File: config.mk
export PLATFORM = sky130hd
export DESIGN_NAME = div_tick_scanner
export DESIGN_NICKNAME = d
export VERILOG_FILES = /design/src/rtl/div_tick_scanner.sv
export SDC_FILE = /design/constraint.sdc
export NUM_CORES = 1
export LEC_CHECK = 0
export CAP_MARGIN = 20
export CORE_UTILIZATION = 43
export CTS_CLUSTER_DIAMETER = 30
export DETAILED_ROUTE_END_ITERATION = 10
export GPL_TIMING_DRIVEN = 0
export PLACE_DENSITY_LB_ADDON = 0.12
export SLEW_MARGIN = 20
export SYNTH_ARGS = -nofsm -noshare
export SYNTH_HDL_FRONTEND = slang
export SYNTH_SLANG_ARGS = --single-unit
File: constraint.sdc
create_clock -name clk -period 2.2 [get_ports clk]
set_input_delay 0.44 -clock clk [delete_from_list [all_inputs] [get_ports clk]]
set_output_delay 0.44 -clock clk [all_outputs]
set_load 0.005 [all_outputs]
File: src/rtl/div_tick_scanner.sv
// div_tick_scanner: picks one tap of the ripple divider bus, synchronises it
// into clk, turns its rising edges into one-cycle ticks and uses those ticks
// to scan a 4-digit active-low common-anode 7-segment display, with a blanking
// gap between digits to suppress ghosting.
//
// state | meaning
// ------+------------------------------------------------------------
// OFF   | display dark, digit index parked at 0
// BLANK | all anodes off, counting out the inter-digit gap
// SHOW  | one anode low, segments hold the nibble latched on entry
module div_tick_scanner #(
  parameter int BLANK_CYCLES = 4,
  parameter int NUM_TAPS     = 18
) (
  input  logic                clk,
  input  logic                rstn,
  input  logic [NUM_TAPS-1:0] div_in,
  input  logic [4:0]          sel,
  input  logic                en,
  input  logic [15:0]         digits,
  output logic                tick,
  output logic [1:0]          digit_idx,
  output logic [3:0]          anode,
  output logic [6:0]          seg
);

  localparam logic [4:0] SEL_MAX  = 5'(NUM_TAPS - 1);
  localparam logic [7:0] CNT_LAST = 8'(BLANK_CYCLES - 1);

  typedef enum logic [1:0] {
    ST_OFF,
    ST_BLANK,
    ST_SHOW
  } state_t;

  state_t     state;
  logic [7:0] cnt;
  logic [4:0] sel_q;
  logic [4:0] sel_c;
  logic       tap;
  logic       s1, s2, s3;
  logic [3:0] nib_cur;

  // active-low segment pattern {g,f,e,d,c,b,a}
  function automatic logic [6:0] hex7(input logic [3:0] n);
    case (n)
      4'h0: hex7 = 7'h40;
      4'h1: hex7 = 7'h79;
      4'h2: hex7 = 7'h24;
      4'h3: hex7 = 7'h30;
      4'h4: hex7 = 7'h19;
      4'h5: hex7 = 7'h12;
      4'h6: hex7 = 7'h02;
      4'h7: hex7 = 7'h78;
      4'h8: hex7 = 7'h00;
      4'h9: hex7 = 7'h10;
      4'hA: hex7 = 7'h08;
      4'hB: hex7 = 7'h03;
      4'hC: hex7 = 7'h46;
      4'hD: hex7 = 7'h21;
      4'hE: hex7 = 7'h06;
      default: hex7 = 7'h0E;
    endcase
  endfunction

  // clamp the tap index and pick the tap and the pending digit nibble
  always_comb begin
    sel_c = (sel > SEL_MAX) ? SEL_MAX : sel;
    tap   = div_in[sel_c];
    case (digit_idx)
      2'd0:    nib_cur = digits[3:0];
      2'd1:    nib_cur = digits[7:4];
      2'd2:    nib_cur = digits[11:8];
      default: nib_cur = digits[15:12];
    endcase
  end

  // tap synchroniser and rising-edge detect; a select change preloads the
  // whole chain with the new tap so the switch itself never looks like an edge
  always_ff @(posedge clk) begin
    if (!rstn) begin
      s1    <= 1'b0;
      s2    <= 1'b0;
      s3    <= 1'b0;
      tick  <= 1'b0;
      sel_q <= '0;
    end else begin
      sel_q <= sel;
      if (sel != sel_q) begin
        s1   <= tap;
        s2   <= tap;
        s3   <= tap;
        tick <= 1'b0;
      end else begin
        s1   <= tap;
        s2   <= s1;
        s3   <= s2;
        tick <= s2 & ~s3;
      end
    end
  end

  // display scan FSM with registered outputs; ticks seen in BLANK are dropped
  always_ff @(posedge clk) begin
    if (!rstn || !en) begin
      state     <= ST_OFF;
      cnt       <= '0;
      digit_idx <= 2'd0;
      anode     <= 4'b1111;
      seg       <= 7'h7F;
    end else begin
      case (state)
        ST_OFF: begin
          state     <= ST_BLANK;
          cnt       <= '0;
          digit_idx <= 2'd0;
          anode     <= 4'b1111;
          seg       <= 7'h7F;
        end
        ST_BLANK: begin
          anode <= 4'b1111;
          seg   <= 7'h7F;
          if (cnt == CNT_LAST) begin
            state <= ST_SHOW;
            anode <= ~(4'b0001 << digit_idx);
            seg   <= hex7(nib_cur);
          end else begin
            cnt <= cnt + 8'd1;
          end
        end
        ST_SHOW: begin
          if (tick) begin
            state     <= ST_BLANK;
            cnt       <= '0;
            digit_idx <= digit_idx + 2'd1;
            anode     <= 4'b1111;
            seg       <= 7'h7F;
          end
        end
        default: begin
          state     <= ST_OFF;
          cnt       <= '0;
          digit_idx <= 2'd0;
          anode     <= 4'b1111;
          seg       <= 7'h7F;
        end
      endcase
    end
  end

endmodule
==> flow_metrics.py <==
metrics = {
    "timing": {
        "fin_crit_sh_pct": 99.4,
        "rsz0062_at_grt": "true",
        "slew_headroom_pct": 58.8,
        "hold_viol_final": 0,
        "finalSetupTns_ns": 0,
        "fin_crit_ns": 2.19,
        "hold-worst-slack_ns": 0.389,
        "worst_pin_slew_ns": 0.617,
        "setup_violations": 0,
        "skew_ns": 0.0108,
        "setup_ws_ns": 0.0127,
        "max_freq_ghz": 0.457,
        "report.final.slew_viol_count": 0,
    },
    "cells_and_area": {
        "syn_to_final_growth_pct": 43.5,
        "fillCellCount": 379,
        "drive_gt1_share_pct": 13.8,
        "instances_no_fill": 333,
        "fin_nets": 333,
        "final_util_pct": 65.9,
        "num_antenna_cells": 0,
    },
    "drt": {
        "drt-vias-per-instance": 5.50,
        "drc": 0,
        "firstDrtPassIters": 4,
        "drt_iter0_drc": 76,
        "num_vias": 1832,
        "drtAntennaViolNets": 0,
        "wl_mm": 4.42,
        "wl_per_cell_um": 13.3,
    },
    "placed_design": {
        "dp_cells": 319,
        "dp_hpwl_mm": 3.34,
        "io_buffers": 53,
        "preCtsSetupSlack_ns": -0.237,
        "gp_congestion": 0.802,
    },
    "clock_tree": {
        "cts_inserted_buffers": 5,
        "htree_levels": 2,
        "cts.sinks": 32,
        "tritoncts": "yes",
        "cts_root_buf": "clkbuf_8",
        "postCtsHoldBufs": 0,
        "clkTransAtPathRegs_ns": 0.07,
        "insertion_delay_ns": 0.28,
        "clockBufferDepth": 2,
    },
    "floorplan": {
        "core_mm2": 0.00412,
        "rows": 23,
        "initial_core_util_pct": 45.9,
        "dieHeight_um": 68.3,
        "io_pins": 56,
        "fp.dieArea_mm2": 0.00467,
        "die_width_um": 68.3,
    },
    "critical_path": {
        "reg2reg_setup_slack_ns": 0.01,
        "critPathRequiredTime_ns": 2.37,
        "cp_max_fo": 6,
        "endpoint_kind": "flop",
        "critPathKind": "flop to flop",
        "rr_worst_depth": 7,
        "cp_data_arrival_time_ns": 2.36,
        "cp-start-kind": "flop",
    },
    "run_status": {
        "status": "completed",
    },
    "global_route": {
        "grt_pass1_vias": 1672,
        "grt_antenna_before_repair": 0,
        "grtUsageTotal_pct": 20.6,
        "overflow": 0,
        "grt_max_degree": 11,
        "grt_pass1_wl_mm": 7.20,
    },
    "power_and_ir_drop": {
        "peakVddDrop_v": 0.000427,
        "power.density_mw_per_mm2": 500,
        "leakagePower_nw": 1.04,
    },
    "yosys": {
        "syn-num-nets": 267,
        "async_flop_share_pct": 0,
        "synth_most_common_cell": "dfxtp_1",
        "synth_top_flop_cell": "dfxtp_1",
        "synth_area_leader_cell": "dfxtp_1",
        "synth_common_cells": "dfxtp_1, nand2_1, nor2_1",
        "ys_ff_latch": 32,
        "netlist_area_mm2": 0.00189,
        "yosys.area.top_type_share_pct": 33.9,
        "postSynthAreaPerCell_um2": 8.75,
        "synthCells": 216,
        "synth-edff-count": 0,
        "synth_cell_type_count": 49,
        "ys_seq_area_share_pct": 33.9,
        "synth_warnings": 0,
        "synthTopCellsByArea": "dfxtp_1, mux2i_1, ha_1",
    },
    "worst_hold_path": {
        "holdCritPathClass": "flop to flop",
        "holdPathStages": 1,
    },
    "job": {
        "cap_violations": 0,
    },
}
## critical path: stages, from the launching register on
cell and delay (ns):
dfxtp_4 0.40, ha_1 0.36, mux2i_2 0.39, inv_2 0.10
buf_4 0.15, ha_1 0.20, nor3b_1 0.15, o32a_1 0.32
## power by group
part / leakage, nW / switching [mW] / total (mW) / internal [mW]
Sequential: 0.262 / 0.00543 / 0.594 / 0.589
Combinational: 0.719 / 0.0898 / 0.218 / 0.128
Clock: 0.0552 / 0.210 / 0.545 / 0.336
Total: 1.04 / 0.305 / 1.36 / 1.05
## area by class of cell
cell class	count	area, µm²	share of cell area [%]
multi-input cells	164	1220	45.0
flip-flops and latches	32	648	23.9
repair buffers	60	583	21.5
clock buffers	6	72.6	2.68
well taps	50	62.6	2.31
inverters	12	50.0	1.85
plain buffers	7	41.3	1.52
clock inverters	2	35.0	1.29
## path summary, 6_finish.rpt
kind | start | endpoint
max | digit_idx[0] | seg[2]
max reg2reg | digit_idx[0] | seg[2]
min | s3 | tick
min reg2reg | s3 | tick
## per-layer routing
metal  global-route usage, %  vias to the layer above  wire length (µm)  part of all wire (%)
li1                        -                      916                 -                     -
met1                    22.6                      854              1870                    42
met2                    36.8                       53              2280                    52
met3                    5.83                        9               204                   4.6
met4                    8.33                        0                68                   1.5
met5                       0                        -                 0                     0
## logic make-up after synthesis
family / synth area share, %
AO/OA/AOI/OAI: 18.9
AND/OR/NAND/NOR: 21.6
multiplexers: 10.2
buffers and inverters: 4.76
adder cells (fa/ha/maj): 5.96
flip-flops: 33.9
XOR/XNOR: 4.63
## flip-flops by register name (all words and copies together), names as in the netlist
register,count
s3,1
s1,1
digit_idx,2
anode,4
tick,1
state,2
cnt,8
seg,7
sel_q,5
s2,1
## stage by stage
step,total power [mW],area [µm²]
6_report,1.36,2710
5_1_grt,1.43,2710
4_1_cts,1.37,2610
3_5_place_dp,0.813,2480
3_3_place_gp,0.810,2480
2_1_floorplan,0.718,1890
## what timing repair did
action	4_1_cts	5_1_grt
gates resized for setup	7	14
pin swaps	1	6
endpoints found under the setup margin	6	7
setup buffers	1	6
## cells in the final DEF (no fill, tap or decap), types with 5 or more instances in the layout
cell type	n
clkdlybuf4s50_1	53
dfxtp_1	30
nand2_1	22
nor2_1	22
mux2i_1	12
o21ai_0	11
inv_1	9
buf_4	8
a21oi_1	7
nor3b_1	6
and2_1	6
xnor2_1	5
xor2_1	5
nand3_1	5
clkbuf_8	5
No activity file was read; power rests on OpenSTA's default activity.
